File: src/rtl/slot_writer16_28bit.sv
// slot_writer16_28bit: sixteen-slot, 28-bit register bank feeding a 16:1 select path.
// One write per cycle over WR_VALID/WR_READY; a flush engine clears one slot per cycle.
// Optional per-slot even parity is compiled in with SLOT_WRITER_PARITY_EN.
//
// Handshake: a write is accepted on a rising CLK edge where WR_VALID && WR_READY.
// WR_READY is combinational and low while flushing or while FLUSH is requested.
// The requester holds WR_VALID/WR_SELECT/WR_DATA stable until it sees acceptance.
// WR_ACK pulses for one cycle after each accepted write, and back-to-back writes
// hold it high continuously.
module slot_writer16_28bit (
    input  logic         CLK,
    input  logic         RESET,
    input  logic         WR_VALID,
    output logic         WR_READY,
    input  logic [3:0]   WR_SELECT,
    input  logic [27:0]  WR_DATA,
    output logic         WR_ACK,
    input  logic         FLUSH,
    output logic         BUSY,
    output logic [447:0] SLOT_DATA,
    output logic [15:0]  SLOT_VALID,
    output logic [0:0]   DBG_STATE
`ifdef SLOT_WRITER_PARITY_EN
    ,
    output logic [15:0]  SLOT_PARITY
`endif
);

    typedef enum logic {
        ST_IDLE  = 1'b0,
        ST_FLUSH = 1'b1
    } state_t;

    state_t      state_q;
    state_t      state_d;
    logic [3:0]  fcnt_q;
    logic [3:0]  fcnt_d;
    logic        busy_d;
    logic        wr_fire;

    logic [27:0] slot_q [16];
    logic [15:0] valid_q;

`ifdef SLOT_WRITER_PARITY_EN
    logic [15:0] parity_q;
`else
    // Parity storage is not built in this configuration.
`endif

    // A write needs an idle bank and no flush request in the same cycle.
    assign WR_READY  = (state_q == ST_IDLE) && !FLUSH;
    assign wr_fire   = WR_VALID && WR_READY;
    assign DBG_STATE = state_q;

    // State, flush counter and BUSY register.
    always_ff @(posedge CLK) begin
        if (RESET) begin
            state_q <= ST_IDLE;
            fcnt_q  <= 4'd0;
            BUSY    <= 1'b0;
        end else begin
            state_q <= state_d;
            fcnt_q  <= fcnt_d;
            BUSY    <= busy_d;
        end
    end

    // Next-state logic: enter flush on request, walk slots 0..15, return to idle.
    always_comb begin
        state_d = state_q;
        fcnt_d  = fcnt_q;
        busy_d  = BUSY;
        case (state_q)
            ST_IDLE: begin
                if (FLUSH) begin
                    state_d = ST_FLUSH;
                    fcnt_d  = 4'd0;
                    busy_d  = 1'b1;
                end
            end
            ST_FLUSH: begin
                // FLUSH is ignored here: no restart, no queuing.
                fcnt_d = fcnt_q + 4'd1;
                if (fcnt_q == 4'd15) begin
                    state_d = ST_IDLE;
                    busy_d  = 1'b0;
                end
            end
            default: begin
                state_d = ST_IDLE;
                fcnt_d  = 4'd0;
                busy_d  = 1'b0;
            end
        endcase
    end

    // Slot storage: reset clears everything, flush clears slot FCNT, else accept a write.
    always_ff @(posedge CLK) begin
        if (RESET) begin
            for (int i = 0; i < 16; i++) begin
                slot_q[i] <= 28'd0;
            end
            valid_q <= 16'h0000;
        end else if (state_q == ST_FLUSH) begin
            slot_q[fcnt_q]  <= 28'd0;
            valid_q[fcnt_q] <= 1'b0;
        end else if (wr_fire) begin
            slot_q[WR_SELECT]  <= WR_DATA;
            valid_q[WR_SELECT] <= 1'b1;
        end
    end

`ifdef SLOT_WRITER_PARITY_EN
    // Even-parity bit per slot, tracking the same clear/write rules as the data.
    always_ff @(posedge CLK) begin
        if (RESET) begin
            parity_q <= 16'h0000;
        end else if (state_q == ST_FLUSH) begin
            parity_q[fcnt_q] <= 1'b0;
        end else if (wr_fire) begin
            parity_q[WR_SELECT] <= ^WR_DATA;
        end
    end

    assign SLOT_PARITY = parity_q;
`endif

    // Write acknowledge: one cycle after each accepted write.
    always_ff @(posedge CLK) begin
        if (RESET) begin
            WR_ACK <= 1'b0;
        end else begin
            WR_ACK <= wr_fire;
        end
    end

    // Flatten the slot array onto the parallel read bus.
    always_comb begin
        SLOT_DATA = '0;
        for (int i = 0; i < 16; i++) begin
            SLOT_DATA[28*i +: 28] = slot_q[i];
        end
    end

    assign SLOT_VALID = valid_q;

endmodule
File: config.mk
export PLATFORM = sky130hd
export DESIGN_NAME = slot_writer16_28bit
export DESIGN_NICKNAME = d
export VERILOG_FILES = /design/src/rtl/slot_writer16_28bit.sv
export SDC_FILE = /design/constraint.sdc
export NUM_CORES = 1
export LEC_CHECK = 0
export ABC_CLOCK_PERIOD_IN_PS = 13700
export BUFFER_PORTS_ARGS = -buffer_cell sky130_fd_sc_hd__buf_2
export CORE_ASPECT_RATIO = 0.9
export CORE_MARGIN = 3
export CORE_UTILIZATION = 35
export CTS_BUF_LIST = sky130_fd_sc_hd__clkbuf_4 sky130_fd_sc_hd__clkbuf_8 sky130_fd_sc_hd__clkbuf_16
export DETAILED_ROUTE_END_ITERATION = 8
export GPL_TIMING_DRIVEN = 0
export SLEW_MARGIN = 25
export SYNTH_ARGS = -nofsm -noshare
export SYNTH_HDL_FRONTEND = slang
export SYNTH_SLANG_ARGS = --single-unit
export TNS_END_PERCENT = 50
File: constraint.sdc
create_clock -name CLK -period 13.7 [get_ports CLK]
set_input_delay 0 -clock CLK [delete_from_list [all_inputs] [get_ports CLK]]
set_output_delay 0 -clock CLK [all_outputs]
set_load 0.03 [all_outputs]
== Yosys cells after proc, flatten, opt, wreduce, memory -nomap -nowiden ==
Memories as Yosys holds them, arrays and structs flattened.
Cells that the tools add are included.

* Register bits: 23
* Bits in latches: 0
* Memory bits (writable): 448
* Memory bits (read-only): 0
* Output and inout port bits: 468
* Logic and storage cells: 56
* Memories kept: 1

* $add $sub $neg: 1
* $mul: 0
* Divide/modulo/power cells: 0
* Order comparisons: 4
* Eq/ne operators: 3
* Shift-type cells: 0
* Mux-type cells: 29
* Bitwise logic cells: 4
* Reductions and logical operators: 9

{| class="wikitable"
|+ Memories
! name !! depth !! width !! read ports !! clocked after memory_dff !! write ports !! RTL line !! RTL
|-
| slot_q || 16 || 28 || 16 || 0 || 16 || 41 || <nowiki>logic [27:0] slot_q [16];</nowiki>
|}

{| class="wikitable"
|+ Operators by type and width
! cell !! number
|-
| 2-to-1 mux 28 bit || 2
|-
| OR reduction 28 bit || 2
|-
| 2-to-1 mux 16 bit || 2
|-
| 2-to-1 mux 1 bit || 17
|-
| AND 16 bit || 1
|-
| inverter 16 bit || 1
|-
| bitwise OR 16 bit || 1
|-
| 2-to-1 mux 4 bit || 3
|-
| less-than comparator 4 x 5 -> 1 bit, second input constant || 2
|-
| demux 1 bit (select 4 bit) || 2
|-
| >= comparator 4 x 1 -> 1 bit, second input constant || 2
|-
| one-hot mux 4 bit (2 select lines) || 1
|-
| adder 4 x 1 -> 4 bit, second input constant || 1
|-
| equality test 4 bit, second input constant || 1
|-
| logical AND 1 bit || 4
|-
| one-hot mux 1 bit (2 select lines) || 2
|-
| != test 2 x 1 -> 1 bit, second input constant || 1
|-
| != test 2 bit, second input constant || 1
|-
| AND reduction 2 bit || 1
|-
| nonzero test 2 bit || 1
|-
| logical NOT 1 bit || 1
|-
| inverter 1 bit || 1
|}

== Depth between registers and ports, before layout ==
* Word-level depth: 9
* Mapped depth: 8

== Worst setup path after synthesis ==
OpenSTA, ideal clock, no wires.

* Kind: register to register
* Start: register state_q, in the netlist DBG_STATE
* End: memory slot_q[10][0], enable pin
* Setup time: 0.492 ns
* Arrival time: 4.600 ns
* Setup slack: 8.608 ns
* Cell stages (with the launch flop): 7
* Path buffers: 3
* Clock period less this slack: 5.092 ns
* Path through: dfxtp_1 -> nor4b_4 -> buf_6 -> mux2_2 -> buf_2 -> clkbuf_1 -> o41ai_1

{| class="wikitable"
|+ RTL lines
! item !! RTL line !! RTL
|-
| from (decl) || 34 || <nowiki>state_t state_q;</nowiki>
|-
| from (signal assigned) || 62 || <nowiki>state_q <= state_d;</nowiki>
|-
| to (decl) || 41 ||
|}

==> impl_metrics.tcl <==
set metrics [dict create \
    nFillCells 4783 \
    fp.dieArea_um2 56300 \
    h-tree-depth 2 \
    fin_crit_sh_pct 27.6 \
    worstMarginPinSlew_ps 1060 \
    synth_seq_cells 471 \
    syn_to_final_growth_pct 30.3 \
    grt_overflow_total 0 \
    yosys-top-cells-area "edfxtp_1 (72%), nor4_1 (15%), dfxtp_1 (2.5%)" \
    num_rows 79 \
    place_hpwl_um 61300 \
    peakVddDrop_uv 98.3 \
    synth_enable_flop_cells 448 \
    synth_top_area_share_pct 71.8 \
    synth_compound_area_share_pct 2.48 \
    min_from "WR_DATA[27]" \
    max_freq_mhz 264 \
    routed_wl_um 83200 \
    grt_usage_pct 28.3 \
    clk_latency_ps 600 \
    grt_pass1_vias 14880 \
    hold-path-cell-count 3 \
    setup_viol_count_final 0 \
    rsz0062_at_grt "false" \
    io_buffers 499 \
    fin_nets 1939 \
    syn_nets 1324 \
    netlist_top_cells_count "edfxtp_1 (448), nor4_1 (448), clkbuf_1 (92)" \
    synth.distinct_cells 42 \
    synth_xor_area_share_pct 0 \
    critPathKind "reg -> reg" \
    cts-root-buf "clkbuf_16" \
    crit_required_ps 14040 \
    yosysSeqAreaShare_pct 74.3 \
    hold_path_end "slot_q[10][27]" \
    drt_iter0_markers 2055 \
    drv_slew 0 \
    timing.setup.tns_ps 0 \
    post_cts.repair.setup_buffers 0 \
    holdWs_ps 75.7 \
    drive_gt1_share_pct 37.9 \
    synth_top_family_by_area "simple AND/OR/NAND/NOR gates" \
    die_w_um 250 \
    cts_buffer_depth 3 \
    wl_per_cell_um 31.6 \
    timing.rr.end "slot_q[14][24]" \
    hold_buffers 6 \
    coreArea_um2 52300 \
    finClkSkew_ps 14.4 \
    p_leak_nw 9.00 \
    synthFlopType "edfxtp_1" \
    r2r_slack_ps 9910 \
    avgViaCountPerCell 5.96 \
    synth-adder-area-share_pct 0.267 \
    cts_tree "yes" \
    hold_viol_final 0 \
    ioPinCount 504 \
    final_area_um2 24400 \
    synthMuxAreaShare_pct 0.414 \
    max_cap_viol_count 0 \
    routabilityCongestion 0.883 \
    syn_area_um2 18700 \
    drt_pass1_iterations 5 \
    start_util_pct 35.8 \
    cts_buffers 51 \
    antenna_found_initial 18 \
    post_synth.cell_area_avg_um2 14.6 \
    cts.sinks 471 \
    synthArstFlopShare_pct 0 \
    arrival_ps 4130 \
    reg2reg_from "DBG_STATE" \
    relSlewSlack_pct 27.3 \
    die_h_um 225 \
    path_max_fanout 10 \
    p_per_area_nw_per_um2 138 \
    ant_nets 0 \
    routed-via-count 15711 \
    post_cts_resized 0 \
    synth_simple_gate_area_share_pct 18.2 \
    outcome "complete, no violations" \
    drc 0 \
    path_clk_slew_ps 70 \
    ys_warn_count 0 \
    p_total_mw 3.37 \
    worstHoldPathType "in -> reg" \
    grt_pass1_wl_um 113000 \
    grt_max_degree 16 \
    cp-start-kind "register" \
    synthCells 1284 \
    placedInstanceArea_um2 22700 \
    yosysTopAreaCell "edfxtp_1" \
    crit_path_end_kind "register" \
    reg2reg_depth 10 \
    fin_crit_ps 3790 \
]
-- sequential cells by signal (all words and copies together) (netlist names) --
name / count
BUSY: 1
DBG_STATE: 1
SLOT_VALID: 16
WR_ACK: 1
fcnt_q: 4
slot_q: 448
-- power by group --
part | switching, mW | internal (mW) | total (mW)
Sequential | 0.0225 | 1.62 | 1.65
Clock | 0.579 | 0.790 | 1.37
Combinational | 0.279 | 0.0715 | 0.351
Total | 0.881 | 2.49 | 3.37
-- cell usage in the layout (no fill, tap or decap), types with 6 or more instances in the layout --
master / instances
dlygate4sd3_1: 6
buf_6: 15
diode_2: 8
o31ai_4: 8
clkbuf_16: 52
dfxtp_1: 23
edfxtp_1: 448
a21oi_1: 12
clkinv_1: 18
o21ai_0: 8
nand3b_1: 28
inv_1: 9
o41ai_2: 8
nand3_1: 34
clkbuf_1: 91
buf_2: 609
buf_1: 8
clkbuf_4: 11
nor4_1: 448
buf_4: 7
nor2_1: 9
-- stage by stage --
step	util, %	setup slack [ps]	instances
after floorplan	-	8610	1284
after global placement	42.3	5950	2471
after detailed placement	43.4	10000	2528
after CTS	46.7	9970	2628
after global routing	46.7	9850	2631
final	46.7	9910	2636
-- how the worst max path moves through the flow --
stage / startpoint / end / slack, ps / cells past startpoint
2_1_floorplan: DBG_STATE / slot_q[10][0] / 8610 / 6
3_3_place_gp: DBG_STATE / slot_q[10][21] / 5950 / 5
3_5_place_dp: DBG_STATE / slot_q[14][24] / 10000 / 10
4_1_cts: DBG_STATE / slot_q[14][24] / 9970 / 10
5_1_grt: DBG_STATE / slot_q[14][23] / 9850 / 10
6_report: DBG_STATE / slot_q[14][24] / 9910 / 10
-- metal layers --
layer,GRT usage [%],up-vias,routed length [um]
met5,0,-,73
met4,10.0,12,2870
met3,8.47,173,9840
met2,44.4,1094,38100
met1,37.6,7813,32400
li1,-,6619,-
-- worst max-delay path, cell delays in order (launching register included) --
cell and delay (ps):
dfxtp_1 370, nor4b_4 300, buf_6 220, mux2i_1 890, buf_2 540, o41ai_2 180, buf_2 250, buf_2 200
buf_2 200, buf_2 190, buf_2 190
-- cell type report --
cell class,instances,area (um^2),area share [%]
Inverter,10,37.5,0.154
Buffer,178,778,3.19
Tap cell,688,861,3.53
Sequential cell,471,13900,57.0
Antenna cell,8,20.0,0.0820
Timing Repair Buffer,562,2970,12.2
Clock inverter,31,256,1.05
Clock buffer,63,1380,5.67
Multi-Input combinational cell,625,4190,17.2
-- cell families after synthesis --
kind of cell | count (synthesis)
simple gates | 548
buf+inv | 188
flops | 471
mux | 7
compound gates | 66
fa+ha+maj | 4
Power figures use the tool's default switching activity.
